$ cat config.mk
export PLATFORM = sky130hd
export DESIGN_NAME = uart_tx_frame_flat
export DESIGN_NICKNAME = d
export VERILOG_FILES = /design/src/rtl/uart_pkg.sv /design/src/rtl/uart_tx_frame_if.sv /design/src/rtl/uart_baud_cnt.sv /design/src/rtl/uart_tx_frame.sv /design/src/flat_wrapper.sv
export SDC_FILE = /design/constraint.sdc
export NUM_CORES = 1
export LEC_CHECK = 0
export ABC_AREA = 0
export CAP_MARGIN = 25
export CORE_ASPECT_RATIO = 0.75
export CORE_MARGIN = 8
export CORE_UTILIZATION = 49
export DETAILED_ROUTE_END_ITERATION = 10
export PLACE_DENSITY_LB_ADDON = 0.12
export RECOVER_POWER = 100
export SLEW_MARGIN = 25
export SYNTH_ARGS = -nofsm -noshare
export SYNTH_HDL_FRONTEND = slang
export SYNTH_SLANG_ARGS = --single-unit
$ cat constraint.sdc
create_clock -name sys_clk -period 2.4 [get_ports sys_clk]
set_clock_uncertainty 0.15 [all_clocks]
set_input_delay 0.48 -clock sys_clk [delete_from_list [all_inputs] [get_ports sys_clk]]
set_output_delay 0.48 -clock sys_clk [all_outputs]
set_load 0.02 [all_outputs]
$ cat src/rtl/uart_pkg.sv
// Shared UART definitions: FSM states, parity codes, bit-period helper.
// Common to the transmit and receive paths.
package uart_pkg;

  typedef enum logic [2:0] {
    ST_IDLE,
    ST_START,
    ST_DATA,
    ST_PARITY,
    ST_STOP
  } uart_tx_state_t;

  localparam int UART_PAR_NONE = 0;
  localparam int UART_PAR_ODD  = 1;
  localparam int UART_PAR_EVEN = 2;

  function automatic int uart_bps_cnt(
    input int clk_fre,
    input int bps
  );
    return clk_fre / bps;
  endfunction

endpackage

$ cat src/rtl/uart_tx_frame_if.sv
// Byte handshake between a UART transmit client and the transmitter.
// master drives the byte, slave reports ready/busy/done.
interface uart_tx_frame_if;
  logic       uart_tx_en;
  logic [7:0] uart_tx_data;
  logic       uart_tx_ready;
  logic       uart_tx_busy;
  logic       uart_tx_done;

  modport master (
    output uart_tx_en,
    output uart_tx_data,
    input  uart_tx_ready,
    input  uart_tx_busy,
    input  uart_tx_done
  );

  modport slave (
    input  uart_tx_en,
    input  uart_tx_data,
    output uart_tx_ready,
    output uart_tx_busy,
    output uart_tx_done
  );
endinterface

$ cat src/rtl/uart_baud_cnt.sv
// Bit-period counter: tick marks the last cycle of each bit period.
// Holds at zero while run is low; clear restarts the period.
module uart_baud_cnt #(
  parameter int CNT = 434
) (
  input  logic sys_clk,
  input  logic sys_rst,
  input  logic run,
  input  logic clear,
  output logic tick
);

  localparam int W = (CNT > 1) ? $clog2(CNT) : 1;

  logic [W-1:0] cnt;

  assign tick = run && (cnt == W'(CNT - 1));

  always_ff @(posedge sys_clk or posedge sys_rst) begin
    if (sys_rst) begin
      cnt <= '0;
    end else if (clear || tick) begin
      cnt <= '0;
    end else if (run) begin
      cnt <= cnt + 1'b1;
    end
  end

endmodule

$ cat src/rtl/uart_tx_frame.sv
// UART transmitter: one byte per handshake, LSB first,
// optional parity, one or two stop bits.
module uart_tx_frame
  import uart_pkg::*;
#(
  parameter int BPS         = 115200,
  parameter int SYS_CLK_FRE = 50_000_000,
  parameter int PARITY      = UART_PAR_NONE,
  parameter int STOP_BITS   = 1
) (
  input  logic            sys_clk,
  input  logic            sys_rst,
  uart_tx_frame_if.slave  tx,
  output logic            uart_txd
);

  localparam int BPS_CNT = uart_bps_cnt(SYS_CLK_FRE, BPS);

  uart_tx_state_t state;
  logic [7:0]     shreg;
  logic [2:0]     bit_idx;
  logic           stop_idx;
  logic           par_q;
  logic           busy_q;
  logic           done_q;
  logic           tick;
  logic           accept;
  logic           par_in;

  assign accept = tx.uart_tx_en && !busy_q;

  assign par_in = (PARITY == UART_PAR_EVEN) ?
                  (^tx.uart_tx_data) :
                  (~^tx.uart_tx_data);

  assign tx.uart_tx_ready = !busy_q;
  assign tx.uart_tx_busy  = busy_q;
  assign tx.uart_tx_done  = done_q;

  uart_baud_cnt #(
    .CNT (BPS_CNT)
  ) u_baud (
    .sys_clk (sys_clk),
    .sys_rst (sys_rst),
    .run     (busy_q),
    .clear   (accept),
    .tick    (tick)
  );

  always_ff @(posedge sys_clk or posedge sys_rst) begin
    if (sys_rst) begin
      state    <= ST_IDLE;
      shreg    <= '0;
      bit_idx  <= '0;
      stop_idx <= 1'b0;
      par_q    <= 1'b0;
      busy_q   <= 1'b0;
      done_q   <= 1'b0;
      uart_txd <= 1'b1;
    end else begin
      done_q <= 1'b0;
      unique case (state)
        ST_IDLE: begin
          uart_txd <= 1'b1;
          if (accept) begin
            shreg    <= tx.uart_tx_data;
            par_q    <= par_in;
            bit_idx  <= '0;
            stop_idx <= 1'b0;
            busy_q   <= 1'b1;
            uart_txd <= 1'b0;
            state    <= ST_START;
          end
        end
        ST_START: begin
          if (tick) begin
            uart_txd <= shreg[0];
            state    <= ST_DATA;
          end
        end
        ST_DATA: begin
          if (tick) begin
            if (bit_idx == 3'd7) begin
              if (PARITY != UART_PAR_NONE) begin
                uart_txd <= par_q;
                state    <= ST_PARITY;
              end else begin
                uart_txd <= 1'b1;
                state    <= ST_STOP;
              end
            end else begin
              bit_idx  <= bit_idx + 3'd1;
              uart_txd <= shreg[1];
              shreg    <= {1'b0, shreg[7:1]};
            end
          end
        end
        ST_PARITY: begin
          if (tick) begin
            uart_txd <= 1'b1;
            state    <= ST_STOP;
          end
        end
        ST_STOP: begin
          if (tick) begin
            if (stop_idx == 1'(STOP_BITS - 1)) begin
              busy_q <= 1'b0;
              done_q <= 1'b1;
              state  <= ST_IDLE;
            end else begin
              stop_idx <= stop_idx + 1'b1;
            end
          end
        end
        default: begin
          uart_txd <= 1'b1;
          busy_q   <= 1'b0;
          state    <= ST_IDLE;
        end
      endcase
    end
  end

endmodule

$ cat src/flat_wrapper.sv
// flat-port wrapper written by rule: the top's interface ports become plain ports
module uart_tx_frame_flat import uart_pkg::*;
#(
  parameter int BPS         = 115200,
  parameter int SYS_CLK_FRE = 50_000_000,
  parameter int PARITY      = UART_PAR_NONE,
  parameter int STOP_BITS   = 1
)
  (sys_clk, sys_rst, uart_txd, tx_uart_tx_en, tx_uart_tx_data, tx_uart_tx_ready, tx_uart_tx_busy, tx_uart_tx_done);
  uart_tx_frame_if tx_i ();
  input  logic sys_clk;
  input  logic sys_rst;
  output logic uart_txd;
  input wire logic [$bits(tx_i.uart_tx_en)-1:0] tx_uart_tx_en;
  input wire logic [$bits(tx_i.uart_tx_data)-1:0] tx_uart_tx_data;
  output wire logic [$bits(tx_i.uart_tx_ready)-1:0] tx_uart_tx_ready;
  output wire logic [$bits(tx_i.uart_tx_busy)-1:0] tx_uart_tx_busy;
  output wire logic [$bits(tx_i.uart_tx_done)-1:0] tx_uart_tx_done;
  assign tx_i.uart_tx_en = tx_uart_tx_en;
  assign tx_i.uart_tx_data = tx_uart_tx_data;
  assign tx_uart_tx_ready = tx_i.uart_tx_ready;
  assign tx_uart_tx_busy = tx_i.uart_tx_busy;
  assign tx_uart_tx_done = tx_i.uart_tx_done;
  uart_tx_frame #(.BPS(BPS), .SYS_CLK_FRE(SYS_CLK_FRE), .PARITY(PARITY), .STOP_BITS(STOP_BITS)) u_core (.sys_clk(sys_clk), .sys_rst(sys_rst), .tx(tx_i), .uart_txd(uart_txd));
endmodule
==> flow_summary.yaml, run 1 <==
synth:
  ys_ff_latch: 26
  yosysTopAreaCell: "dfrtp_1"
  synth_top_area_share_pct: 45.1
  yosysMostFrequentCell: "dfrtp_1"
  synthArstFlopShare_pct: 100
  yosys.cell_types.count: 34
  yosys-top-cells-area: "dfrtp_1 45%, mux2_4 9.7%, mux2_2 6.5%"
  yosys_warnings: 0
  ys_top_cells_by_count: "25 x dfrtp_1, 17 x nor2_1, 9 x mux2_4, 8 x mux2_2"
  netlist_instances: 120
  synth_seq_area_share_pct: 47.0
  synth_area_um2: 1390
  avgSynthCellArea_um2: 11.6
  synthFlopType: "dfrtp_1"
  postSynthNetCount: 135
  synth_edf_count: 0
setup_path:
  crit_fanout: 5
  critical-path-top-delay-family: "simple AND/OR/NAND/NOR gates"
  worst_ep_required_time_ns: 2.41
  crit_buf_inv: 2
  path_class: "reg -> reg"
  end_kind: "flop"
  cpPeakStageDelay_ns: 0.51
  cp_slowest_cell: "or4b_4"
  path_cells: "inv_2, ha_4, nand4b_1, or4b_4, o41ai_4, clkbuf_16, mux2_4"
  worst_setup_path_start_kind: "flop"
  arrival_ns: 2.35
timing:
  slew_headroom_pct: 8.16
  finalCritPeriodShare_pct: 97.9
  clock.fmax_mhz: 426
  final_max_slew_viol_count: 0
  whs_ns: 0.371
  max_slew.worst_pin.slew_ns: 1.38
  setup_viol: 0
  hold_viol: 0
  setup_tns_ns: 0
  rsz0062_at_grt: "true"
  layout_min_cycle_time_ns: 2.35
placed_design:
  io_buffers: 14
  hpwl_um: 1990
  place.gp.congestion: 0.860
floorplan:
  die_y_um: 62.1
  ios: 15
  die_w_um: 77.4
  core_area_um2: 2640
  rows: 16
  dieArea_um2: 4810
  start_util_pct: 52.5
clock_network:
  clock-sinks: 26
  cts_made_buffers: 3
  cts_tree: "done"
  insertion_delay_ns: 0.26
  clkSlewWorstSetupHoldPaths_ns: 0.08
  clockBufferDepth: 2
  hold_buffers: 0
  cts_root_buffer: "clkbuf_8"
  htree_levels: 1
global_route:
  first_global_vias: 1058
  antenna_found_initial: 0
  grtUsageTotal_pct: 12.1
  grt_pass1_wl_um: 4590
  gr-total-overflow: 0
  grt_max_degree: 27
drt:
  first_iter_violations: 44
  vias: 998
  wl_per_cell_um: 14.1
  ant_nets: 0
  via_per_inst: 5.20
  drc: 0
  wirelength_um: 2700
  drt_first_pass_iters: 4
power_and_ir_drop:
  total_power_w: 0.000766
  vdd_ir_drop_max_mv: 0.289
  power.density_nw_per_um2: 425
  p_leak_nw: 0.805
worst_hold_path:
  min_path_type: "reg -> reg"
job:
  cap_violations: 0
layout:
  seq_area_um2: 652
  nets: 172
  multi_input_area_um2: 694
  syn_to_final_growth_pct: 30.1
  antenna_cells: 0
  layout-drive-gt1-share_pct: 32.1
  fillers: 198
run_status:
  status: "finished, final reports clean"
-- per-layer routing --
layer	routed length, µm	vias to the layer above	global-route usage (%)
li1	-	494	-
met4	13	0	2.41
met1	1300	490	13.9
met2	1320	12	22.2
met3	71	2	3.74
met5	0	-	0
-- path summary, 6_finish.rpt --
kind	endpoint	startpoint	slack [ns]	cells past startpoint
max	u_core.shreg[1]$_DFFE_PP0P_	u_core.u_baud.cnt[1]$_DFFE_PP0P_	0.05	7
min	u_core.shreg[3]$_DFFE_PP0P_	u_core.shreg[3]$_DFFE_PP0P_	0.37	1
max in group asynchronous	u_core.u_baud.cnt[2]$_DFFE_PP0P_	sys_rst	0.48	3
min reg2reg	u_core.shreg[3]$_DFFE_PP0P_	u_core.shreg[3]$_DFFE_PP0P_	0.37	1
min in group asynchronous	u_core.u_baud.cnt[4]$_DFFE_PP0P_	sys_rst	0.82	3
max reg2reg	u_core.shreg[1]$_DFFE_PP0P_	u_core.u_baud.cnt[1]$_DFFE_PP0P_	0.05	7
-- what timing repair did --
| item | in CTS | in global routing |
|---|---|---|
| cloned | 0 | 1 |
| gates resized for setup | 0 | 3 |
| endpoints found under the setup margin | 11 | 10 |
| setup buffers | 1 | 1 |
| pin swaps | 1 | 1 |
-- power by group --
group	switching [W]	internal (W)
Clock	0.000127	0.000146
Combinational	0.0000145	0.0000288
Sequential	0.00000427	0.000445
-- flip-flops by register name, indices dropped and copies added, names as in the netlist --
signal / flops
u_core.tx.uart_tx_busy: 1
u_core.u_baud.cnt: 9
u_core.tx.uart_tx_done: 1
u_core.bit_idx: 3
u_core.state: 3
u_core.shreg: 8
u_core.uart_txd: 1
-- worst register-to-register path: stages (launching register included) --
cell,delay [ns]
dfrtp_1,0.39
inv_2,0.08
ha_4,0.13
nand4b_1,0.09
or4b_4,0.51
o41ai_4,0.36
clkbuf_16,0.24
mux2_4,0.29
-- layout by cell type, fill, tap and decap left out, types with 2 or more instances in the layout --
master / n
dfrtp_1: 25
buf_4: 20
nor2_1: 17
clkdlybuf4s50_1: 13
mux2_4: 9
mux2_2: 8
nand2_1: 6
nor3_1: 6
xor2_1: 5
nand4_1: 4
clkbuf_8: 4
nand2b_1: 3
xnor2_1: 3
ha_1: 3
inv_1: 2
mux2i_1: 2
and3_1: 2
nor2b_1: 2
-- cell families after synthesis --
family	share of synthesized area, %
AND/OR/NAND/NOR	16.4
flip-flops	47.0
multiplexers	17.7
AO/OA/AOI/OAI	6.41
buffers and inverters	3.79
XOR/XNOR	5.05
adder cells (fa/ha/maj)	3.61
-- final cells by class --
type / instances / share of cell area (%)
Multi-Input combinational cell: 85 / 38.5
Clock buffer: 4 / 3.05
Inverter: 4 / 0.972
Tap cell: 36 / 2.50
Timing Repair Buffer: 37 / 18.8
Sequential cell: 26 / 36.2
-- through the flow --
stage	setup WS, ns	util (%)	area (µm²)	std cells
floorplan	0.142	-	1390	120
global placement	-0.242	63.8	1690	185
detailed placement	-0.270	63.8	1690	185
CTS	0.0516	66.7	1760	190
global route	-0.0485	68.2	1800	192
finish	0.0507	68.2	1800	192
No activity file was read; power rests on OpenSTA's default activity.
==> run 2: changes to the inputs <==
--- a/config.mk
+++ b/config.mk
@@ -10,6 +10,7 @@
 export CORE_ASPECT_RATIO = 0.75
 export CORE_MARGIN = 8
 export CORE_UTILIZATION = 49
+export CTS_CLUSTER_SIZE = 20
 export DETAILED_ROUTE_END_ITERATION = 10
 export PLACE_DENSITY_LB_ADDON = 0.12
 export RECOVER_POWER = 100
==> results of run 2 <==
No change in the layout: final DEF, timing and power equal those of run 1.
